**config.mk**
```make
export PLATFORM = sky130hd
export DESIGN_NAME = tmr_result_voter
export DESIGN_NICKNAME = d
export VERILOG_FILES = /design/src/rtl/tmr_result_voter.sv
export SDC_FILE = /design/constraint.sdc
export NUM_CORES = 1
export LEC_CHECK = 0
export BUFFER_PORTS_ARGS = -buffer_cell sky130_fd_sc_hd__buf_2
export CAP_MARGIN = 20
export CORE_MARGIN = 2
export CORE_UTILIZATION = 49
export DETAILED_ROUTE_END_ITERATION = 7
export GPL_ROUTABILITY_DRIVEN = 0
export GPL_TIMING_DRIVEN = 0
export MAX_ROUTING_LAYER = met4
export PLACE_DENSITY_LB_ADDON = 0.2
export SKIP_CTS_REPAIR_TIMING = 1
export SLEW_MARGIN = 25
export SYNTH_ARGS = -nofsm -noshare
export SYNTH_HDL_FRONTEND = slang
export SYNTH_SLANG_ARGS = --single-unit
export TNS_END_PERCENT = 10
```
**constraint.sdc**
```tcl
create_clock -name CLK -period 3.4 [get_ports CLK]
set_input_delay 1.02 -clock CLK [delete_from_list [all_inputs] [get_ports CLK]]
set_output_delay 1.02 -clock CLK [all_outputs]
set_load 0.02 [all_outputs]
```
**src/rtl/tmr_result_voter.sv**
```systemverilog
// Triple-modular-redundancy result voter: bitwise 2-of-3 vote of three ALU lanes into a one-deep output register.
// Optional per-lane fault counters are built only when FAULT_CNT_EN is defined.
module tmr_result_voter (
    input  logic        CLK,
    input  logic        RST_N,
    input  logic        DataReady,
    input  logic [2:0]  OPCODE,
    input  logic [15:0] IN_ALU_1,
    input  logic [15:0] IN_ALU_2,
    input  logic [15:0] IN_ALU_3,
    input  logic [14:0] IN_ALU_MUL_1,
    input  logic [14:0] IN_ALU_MUL_2,
    input  logic [14:0] IN_ALU_MUL_3,
    input  logic        IN_COUT_1,
    input  logic        IN_COUT_2,
    input  logic        IN_COUT_3,
    output logic        IN_READY,
    input  logic        OUT_READY,
    output logic        OUT_VALID,
    output logic [15:0] OUT_RESULT,
    output logic [14:0] OUT_RESULT_MUL,
    output logic        OUT_COUT,
    output logic [2:0]  OUT_OPCODE,
    output logic [2:0]  FAULT_LANE,
    output logic        FAULT_UNCORR,
    input  logic        CLR_CNT
`ifdef FAULT_CNT_EN
    ,
    output logic [7:0]  FAULT_CNT_1,
    output logic [7:0]  FAULT_CNT_2,
    output logic [7:0]  FAULT_CNT_3
`endif
);

    localparam logic [2:0] OP_MUL = 3'b010;
    localparam int         WORD_W = 32;   // {cout, mul[14:0], alu[15:0]}

    typedef enum logic {
        EMPTY = 1'b0,
        FULL  = 1'b1
    } state_t;

    state_t state_q;
    state_t state_d;
    logic   accept;

    // ------------------------------------------------------------------
    // Handshake: one-deep register that can refill while draining.
    // ------------------------------------------------------------------
    assign IN_READY  = (state_q == EMPTY) || OUT_READY;
    assign accept    = DataReady && IN_READY;
    assign OUT_VALID = (state_q == FULL);

    always_comb begin
        // NOTE: every always_comb output gets a default first so no path leaves it unassigned (no latch).
        state_d = state_q;
        case (state_q)
            EMPTY:   if (accept) state_d = FULL;
            FULL:    if (!accept && OUT_READY) state_d = EMPTY;
            default: state_d = EMPTY;
        endcase
    end

    always_ff @(posedge CLK) begin
        // NOTE: sequential state uses non-blocking assignment so every register samples pre-edge values.
        if (!RST_N) state_q <= EMPTY;
        else        state_q <= state_d;
    end

    // ------------------------------------------------------------------
    // Voting. MUL lanes are forced to zero outside multiply so they vote
    // to zero and can never register as a fault.
    // ------------------------------------------------------------------
    logic              is_mul;
    logic [14:0]       mul_1, mul_2, mul_3;
    logic [WORD_W-1:0] word_1, word_2, word_3;
    logic [WORD_W-1:0] voted;
    logic [2:0]        fault_d;
    logic              uncorr_d;

    assign is_mul = (OPCODE == OP_MUL);
    assign mul_1  = is_mul ? IN_ALU_MUL_1 : 15'h0000;
    assign mul_2  = is_mul ? IN_ALU_MUL_2 : 15'h0000;
    assign mul_3  = is_mul ? IN_ALU_MUL_3 : 15'h0000;

    assign word_1 = {IN_COUT_1, mul_1, IN_ALU_1};
    assign word_2 = {IN_COUT_2, mul_2, IN_ALU_2};
    assign word_3 = {IN_COUT_3, mul_3, IN_ALU_3};

    assign voted  = (word_1 & word_2) | (word_1 & word_3) | (word_2 & word_3);

    assign fault_d[0] = |(word_1 ^ voted);
    assign fault_d[1] = |(word_2 ^ voted);
    assign fault_d[2] = |(word_3 ^ voted);

    // Two or more disagreeing lanes means no pair of lanes matched as a whole word.
    assign uncorr_d = (fault_d[0] & fault_d[1]) | (fault_d[0] & fault_d[2]) | (fault_d[1] & fault_d[2]);

    // ------------------------------------------------------------------
    // Output register: loads only on accept, otherwise holds.
    // ------------------------------------------------------------------
    always_ff @(posedge CLK) begin
        // NOTE: the result registers are cleared by reset as well, so a discarded result never lingers on the bus.
        if (!RST_N) begin
            OUT_RESULT     <= '0;
            OUT_RESULT_MUL <= '0;
            OUT_COUT       <= 1'b0;
            OUT_OPCODE     <= '0;
            FAULT_LANE     <= '0;
            FAULT_UNCORR   <= 1'b0;
        end else if (accept) begin
            OUT_RESULT     <= voted[15:0];
            OUT_RESULT_MUL <= voted[30:16];
            OUT_COUT       <= voted[31];
            OUT_OPCODE     <= OPCODE;
            FAULT_LANE     <= fault_d;
            FAULT_UNCORR   <= uncorr_d;
        end
    end

`ifdef FAULT_CNT_EN
    // ------------------------------------------------------------------
    // Saturating per-lane fault counters; clear beats increment.
    // ------------------------------------------------------------------
    logic [7:0] fault_cnt [3];

    always_ff @(posedge CLK) begin
        for (int i = 0; i < 3; i++) begin
            if (!RST_N || CLR_CNT) begin
                fault_cnt[i] <= 8'h00;
            end else if (accept && fault_d[i] && (fault_cnt[i] != 8'hFF)) begin
                fault_cnt[i] <= fault_cnt[i] + 8'd1;
            end
        end
    end

    assign FAULT_CNT_1 = fault_cnt[0];
    assign FAULT_CNT_2 = fault_cnt[1];
    assign FAULT_CNT_3 = fault_cnt[2];
`else
    // Counter clear has nothing to act on in this build.
    logic unused_clr_cnt;
    assign unused_clr_cnt = CLR_CNT;
`endif

endmodule

```
# --- Word-level counts from Yosys, hierarchy flattened ---
# Index checks and enable logic that the tools add are counted.
# Widths: inputs -> output; s select.
word_totals:
  out_inout_bits: 41
  word_cells: 35
  regBits: 40
  inputBits: 104
op_classes:
  n_mux: 6
  eq_ne: 1
  reduce_logical: 7
  bitwise: 14
ops:
  columns: ["cell", "count"]
  rows:
  - ["$and 32x32->32", 3]
  - ["$reduce_or 32->1", 3]
  - ["$xor 32x32->32", 3]
  - ["$or 32x32->32", 2]
  - ["$mux 15", 3]
  - ["$and 1x1->1", 3]
  - ["$eq 3x2->1 const B", 1]
  - ["$logic_and 1x1->1", 2]
  - ["$mux 1", 2]
  - ["$or 1x1->1", 2]
  - ["$pmux 1 s2", 1]
  - ["$logic_not 1->1", 1]
  - ["$logic_or 1x1->1", 1]
  - ["$not 1->1", 1]

# --- Logic depth before layout (Yosys ltp) ---
# Gate-level depths: netlist of run 1.
logic_depth:
  word_depth: 10
  depth_mapped: 8
  ltp_nobuf: 7

# --- Least setup slack after synthesis of run 1 ---
# No wires, ideal clock.
synth_timing:
  path_type: "input to register"
  start: "input IN_ALU_3[0]"
  end: "register FAULT_UNCORR"
  stages: 7
  t_required_ps: 3282
  setup_time_ps: 118
  path_slack_ps: 716
  arrival_ps: 2567
  path_buffers: 0
  path_cell_list: "nor2b_1 a2111oi_2 o2111ai_1 or3_1 nor4_2 o21ai_1 o2111a_1"
synth_via:
  elab_chain_cells: 8
  elab_cells_between_ends: 15
  cone_classes: "12 x bitwise; 3 x reduce/logical"
synth_rtl:
  columns: ["element", "line", "rtl"]
  rows:
  - ["start: declaration", "10", "input logic [15:0] IN_ALU_3,"]
  - ["$and 32x32->32", "90", "assign voted = (word_1 & word_2) | (word_1 & word_3) | (word_2 & word_3);"]
  - ["$or 32x32->32 (2 in series)", "90", null]
  - ["$xor 32x32->32 (on tied branches)", "92, 93, 94", null]
  - ["$reduce_or 32->1 (on tied branches)", "92, 93, 94", null]
  - ["$and 1x1->1", "97", "assign uncorr_d = (fault_d[0] & fault_d[1]) | (fault_d[0] & fault_d[2]) | (fault_d[1] & fault_d[2]);"]
  - ["$or 1x1->1", "97", null]
  - ["$or 1x1->1 *", "97", null]
  - ["end signal: assignment", "117", "FAULT_UNCORR <= uncorr_d;"]
  - ["end: declaration", "25", "output logic FAULT_UNCORR,"]
# Every way passes the cells marked *; elsewhere a longest branch is shown, timed or not.
# A chain may end at the register's enable or synchronous reset.

# --- Final worst setup path of run 1 ---
layout_timing:
  start: "input OPCODE[2]"
  end: "register FAULT_UNCORR"
layout_via:
  elab_chain_cells: 10
  elab_cells_between_ends: 20
  cone_classes: "1 x eq/ne; 3 x mux; 13 x bitwise; 3 x reduce/logical"
layout_rtl:
  columns: ["element", "line", "rtl"]
  rows:
  - ["start: declaration", "7", "input logic [2:0] OPCODE,"]
  - ["$eq 3x2->1 *", "81", "assign is_mul = (OPCODE == OP_MUL);"]
  - ["$mux 15 (on tied branches)", "82, 83, 84", null]
  - ["$and 32x32->32", "90", null]
  - ["$or 32x32->32 (2 in series)", "90", null]
  - ["$xor 32x32->32 (on tied branches)", "92, 93, 94", null]
  - ["$reduce_or 32->1 (on tied branches)", "92, 93, 94", null]
  - ["$and 1x1->1", "97", null]
  - ["$or 1x1->1", "97", null]
  - ["$or 1x1->1 *", "97", null]
# Marked as above.

==> results of run 1 <==
## registers in the layout, summed over array words and instances (netlist names)
register and cells:
OUT_COUT 1, OUT_RESULT 16, OUT_VALID 1, OUT_OPCODE 3
FAULT_LANE 3, OUT_RESULT_MUL 15, FAULT_UNCORR 1
## metal layers
layer / vias up / track usage, % / part of all wire [%]
met5: - / - / 0
met4: 0 / 5.79 / 0.84
met3: 13 / 6.44 / 9.3
met2: 195 / 46.1 / 45
met1: 2008 / 39.8 / 45
li1: 2162 / - / -
## path summary, 6_finish.rpt
check | startpoint | end | slack, ps
worst min-delay path | OUT_OPCODE[2] | OUT_OPCODE[2] | 470
worst max-delay path | OPCODE[2] | FAULT_UNCORR | 330
worst min register to register | OUT_OPCODE[2] | OUT_OPCODE[2] | 470
worst max register to register | OUT_VALID | FAULT_UNCORR | 1690
## cells in the mapped netlist, drive strengths merged
cell type | n | share of area (%)
a2111o | 1 | 0.32
a2111oi | 5 | 1.5
a211oi | 1 | 0.21
a21boi | 4 | 0.85
a21oi | 40 | 5.7
a221oi | 1 | 0.25
a22oi | 1 | 0.21
a311oi | 1 | 0.25
a31oi | 20 | 3.5
and2 | 1 | 0.18
and3b | 11 | 2.7
and4 | 1 | 0.25
clkbuf | 13 | 1.9
clkdlybuf4s50 | 1 | 0.32
dfxtp | 40 | 23
inv | 8 | 0.85
maj3 | 1 | 0.28
mux2 | 1 | 0.32
mux2i | 9 | 2.6
nand2 | 52 | 5.5
nand2b | 21 | 3.7
nand3 | 4 | 0.57
nand3b | 23 | 4.9
nand4 | 12 | 2.1
nand4b | 1 | 0.25
nor2 | 29 | 3.1
nor2b | 32 | 5.7
nor3 | 2 | 0.28
nor3b | 21 | 4.5
nor4 | 26 | 5.0
o2111a | 2 | 0.64
o2111ai | 3 | 0.74
o211a | 1 | 0.28
o211ai | 3 | 0.64
o21a | 12 | 2.6
o21ai | 51 | 7.2
o22ai | 17 | 3.0
or2b | 2 | 0.43
or3 | 2 | 0.35
or3b | 15 | 3.7
## stage by stage
stage	worst slack, ps	std cells	total power, uW	instance area [sq um]
2_1_floorplan	716	491	753	3530
3_3_place_gp	173	728	944	4360
3_5_place_dp	112	728	959	4360
4_1_cts	437	736	1370	4470
5_1_grt	270	736	1440	4470
6_report	326	736	1370	4470
## power by group through the flow
stage / logic, uW / registers (uW) / clock network, uW
global route: 496 / 509 / 436
finish: 448 / 507 / 416
floorplan: 204 / 549 / 0
global placement: 427 / 517 / 0
CTS: 443 / 507 / 420
detailed placement: 441 / 518 / 0
## tightest hold or removal path, delay by kind of cell (launching register included)
family	cells	cell delay [ps]
AO/OA/AOI/OAI	1	70
flip-flops	1	310
AND/OR/NAND/NOR	1	40
## layout make-up
type | count | area share, %
tap | 96 | 2.69
clock inverter | 3 | 1.04
sequential | 40 | 17.9
buffer | 14 | 1.79
multi-input combinational | 429 | 58.6
timing repair buffer | 141 | 15.8
inverter | 8 | 0.672
clock buffer | 5 | 1.54
## cells by family (layout without fill, tap and decap cells)
group                    after synthesis  after routing  synth area share, %
buffers and inverters                 22            171                 3.12
adder cells (fa/ha/maj)                1              1                0.283
AO/OA/AOI/OAI                        163            163                 27.9
AND/OR/NAND/NOR                      255            255                 43.2
multiplexers                          10             10                 2.87
flip-flops                            40             40                 22.7
==> flow_summary.json, run 1 <==
{
  "outcome": "finished, final reports clean",
  "p_comb_share_pct": 32.7,
  "multiInputGateArea_sq_um": 2620,
  "slowest_delay_ps": 710,
  "ys_warn_count": 0,
  "critPathBufInv": 1,
  "fin_skew_ps": 5.28,
  "grt_max_degree": 15,
  "synth_cells": 491,
  "vias_per_cell": 5.95,
  "finalSetupViolations": 0,
  "cp-end-kind": "register",
  "dp_hpwl_um": 9060,
  "cp.arrival_ps": 3280,
  "final_common_cell": "buf_2",
  "leakage_uw": 0.00187,
  "clock_latency_ps": 310,
  "critical-path-slowest-cell": "nor3b_1",
  "fin_util_pct": 65.1,
  "seqPwrFrac_pct": 37.0,
  "die_h_um": 88.9,
  "cts_sinks": 40,
  "ys_ff_latch": 40,
  "syn_area_sq_um": 3530,
  "slew_headroom_pct": 42.8,
  "nets": 743,
  "post_drt_wl_per_cell_um": 15.4,
  "cp_max_fo": 4,
  "switchingPower_uw": 475,
  "initial_core_util_pct": 51.4,
  "avgSynthCellArea_sq_um": 7.19,
  "ff_latch_area_sq_um": 801,
  "design.core.area_sq_um": 6870,
  "drc": 0,
  "h-tree-depth": 2,
  "hold_path.class": "register to register",
  "io_buffers": 141,
  "worstSetupPathDepth": 8,
  "grt_antenna_before_repair": 0,
  "gr-total-overflow": 0,
  "peakVddDrop_uv": 169,
  "layout_common_cells": "buf_2 (141), nand2_1 (52), o21ai_0 (49), dfxtp_1 (40), a21oi_1 (40)",
  "dieArea_sq_um": 7900,
  "period_minus_slack_ps": 3070,
  "worstRegToRegCells": 6,
  "cts-root-buf": "clkbuf_8",
  "pwr-share-clk_pct": 30.3,
  "slew_viol_final": 0,
  "drv_cap": 0,
  "cts_tree": "done",
  "syn_nets": 595,
  "fillerInstances": 664,
  "drt_iter0_drc": 352,
  "row_count": 30,
  "finalHoldViolations": 0,
  "max_freq_mhz": 325,
  "vias": 4378,
  "clkSlewWorstSetupHoldPaths_ps": 90,
  "grtUsageTotal_pct": 29.6,
  "first_pass_iters": 5,
  "io_pins": 145,
  "ant_nets": 0,
  "p_sw_share_pct": 34.6,
  "syn_to_final_growth_pct": 26.6,
  "ys_types": 46,
  "grt_pass1_vias": 3814,
  "startpoint_type": "input port",
  "final.setup.tns_ps": 0,
  "cts_buffer_depth": 2,
  "cp.required_ps": 3600,
  "hold_path_depth": 2,
  "crit_type": "input port to register",
  "insertedDiodeCount": 0,
  "min_period_over_period_pct": 90.4,
  "holdWs_ps": 467,
  "yosysSeqAreaShare_pct": 22.7,
  "cts_buffers": 5,
  "worstPathCellList": "buf_2 > nor3b_1 > o21ai_1 > a2111oi_1 > a31oi_1 > nor4_2 > o21ai_1 > o2111a_1",
  "rsz0062_at_grt": "no",
  "path_delay_family": "compound AO/OA/AOI/OAI gates",
  "wl_um": 11300,
  "drive_gt1_share_pct": 25.5,
  "dieWidth_um": 88.9,
  "power.internal_uw": 897,
  "tightest_slew_ps": 856,
  "timing.critical_path.mode_cell": "o21ai_1",
  "grt_first_pass_wirelength_um": 17700,
  "pwr_density_cell_nw_per_um2": 307
}
Note: power is estimated with default switching activity, not from simulation.
==> run 2: changes to the inputs <==
RECOVER_POWER = 50   (was unset)
TNS_END_PERCENT = 50   (was 10)
==> flow_summary.json, run 2 (synthesis gave the netlist of run 1 again) <==
{
  "outcome": "finished, final reports clean",
  "startpoint_type": "input port",
  "row_count": 30,
  "largest_registers": "OUT_RESULT (16), OUT_RESULT_MUL (15)",
  "design.core.area_sq_um": 6870,
  "cp.arrival_ps": 3220,
  "post_drt_wl_per_cell_um": 15.5,
  "grt_pass1_vias": 3814,
  "slew_viol_final": 0,
  "cts_buffer_depth": 2,
  "clkSlewWorstSetupHoldPaths_ps": 90,
  "power.internal_uw": 890,
  "cts-root-buf": "clkbuf_8",
  "grt_first_pass_wirelength_um": 17700,
  "tightest_slew_ps": 780,
  "dieArea_sq_um": 7900,
  "gr-total-overflow": 0,
  "hold_path.class": "register to register",
  "vias_per_cell": 5.95,
  "leakage_uw": 0.00172,
  "path_delay_family": "compound AO/OA/AOI/OAI gates",
  "final.setup.tns_ps": 0,
  "ant_nets": 0,
  "cts_buffers": 5,
  "period_minus_slack_ps": 3010,
  "dieWidth_um": 88.9,
  "slew_headroom_pct": 46.6,
  "finalSetupViolations": 0,
  "drc": 0,
  "vias": 4376,
  "io_buffers": 141,
  "p_sw_share_pct": 34.9,
  "die_h_um": 88.9,
  "drv_cap": 0,
  "pwr_density_cell_nw_per_um2": 309,
  "regMostFlops": "OUT_RESULT",
  "syn_to_final_growth_pct": 25.3,
  "final_common_cell": "buf_2",
  "seqPwrFrac_pct": 37.2,
  "switchingPower_uw": 478,
  "clock_latency_ps": 310,
  "drive_gt1_share_pct": 19.4,
  "grt_max_degree": 15,
  "p_comb_share_pct": 32.3,
  "pwr-share-clk_pct": 30.5,
  "largest_reg_flops": 16,
  "worstPathCellList": "buf_2 > nor3b_1 > o21ai_1 > a2111oi_1 > a31oi_1 > nor4_2 > o21ai_1 > o2111a_1",
  "nets": 743,
  "critical-path-slowest-cell": "nor3b_1",
  "finalHoldViolations": 0,
  "holdWs_ps": 471,
  "critPathBufInv": 1,
  "r2r_slack_ps": 1680,
  "cp-end-kind": "register",
  "cp.required_ps": 3610,
  "cts_tree": "done",
  "initial_core_util_pct": 51.4,
  "grtUsageTotal_pct": 29.6,
  "min_period_over_period_pct": 88.6,
  "layout_common_cells": "buf_2 (102), nand2_1 (52), clkbuf_1 (50), o21ai_0 (49)",
  "grt_antenna_before_repair": 0,
  "peakVddDrop_uv": 169,
  "max_freq_mhz": 332,
  "timing.critical_path.mode_cell": "o21ai_1",
  "crit_type": "input port to register",
  "dp_hpwl_um": 9060,
  "h-tree-depth": 2,
  "rsz0062_at_grt": "no",
  "wl_um": 11400,
  "slowest_delay_ps": 660,
  "first_pass_iters": 4,
  "cp_max_fo": 4,
  "drt_iter0_drc": 345,
  "cts_sinks": 40,
  "fin_skew_ps": 5.15,
  "io_pins": 145,
  "insertedDiodeCount": 0
}
[run 2: changes by cell type in the layout (fill, tap and decap cells not counted), sizes merged]
cell / delta
buf: -39
clkbuf: +39
[run 2: layout make-up]
cell class              instances  area (sq um)
flip-flops and latches         40           801
fillers                       685          2450
multi-input cells             429          2620
inverters                       8          30.0
repair buffers                141           657
well taps                      96           120
clock inverters                 3          46.3
clock buffers                   5          68.8
plain buffers                  14          80.1
[run 2: through the flow]
step	total power, uW	cells	setup slack (ps)	util (%)	cell area (sq um)
floorplan	753	491	716	-	3530
global placement	944	728	173	63.4	4360
detailed placement	959	728	112	63.4	4360
CTS	1370	736	437	65.1	4470
global route	1430	736	270	64.4	4420
finish	1370	736	388	64.4	4420
[run 2: path summary, 6_finish.rpt]
kind	from	cells after the start	to
min reg2reg	OUT_OPCODE[2]	2	OUT_OPCODE[2]
max reg2reg	OUT_VALID	6	FAULT_UNCORR
min	OUT_OPCODE[2]	2	OUT_OPCODE[2]
max	OPCODE[2]	8	FAULT_UNCORR
[run 2: tightest hold or removal path, cell delays in order (launching register included)]
cell and delay, ps:
dfxtp_1 320, nand2_1 40, a21boi_0 70
[run 2: power by group through the flow]
stage | registers [uW] | clock network (uW) | logic, uW
floorplan | 549 | 0 | 204
global placement | 517 | 0 | 427
detailed placement | 518 | 0 | 441
CTS | 507 | 420 | 443
global route | 510 | 436 | 489
finish | 508 | 418 | 442
[run 2: per-layer routing]
layer | vias to the layer above | track usage [%] | part of all wire [%] | routed length [um]
met4 | 0 | 5.79 | 0.73 | 83
met2 | 162 | 46.1 | 45 | 5170
met1 | 2038 | 39.8 | 45 | 5160
li1 | 2165 | - | - | -
met3 | 11 | 6.44 | 8.5 | 970
met5 | - | - | 0 | 0
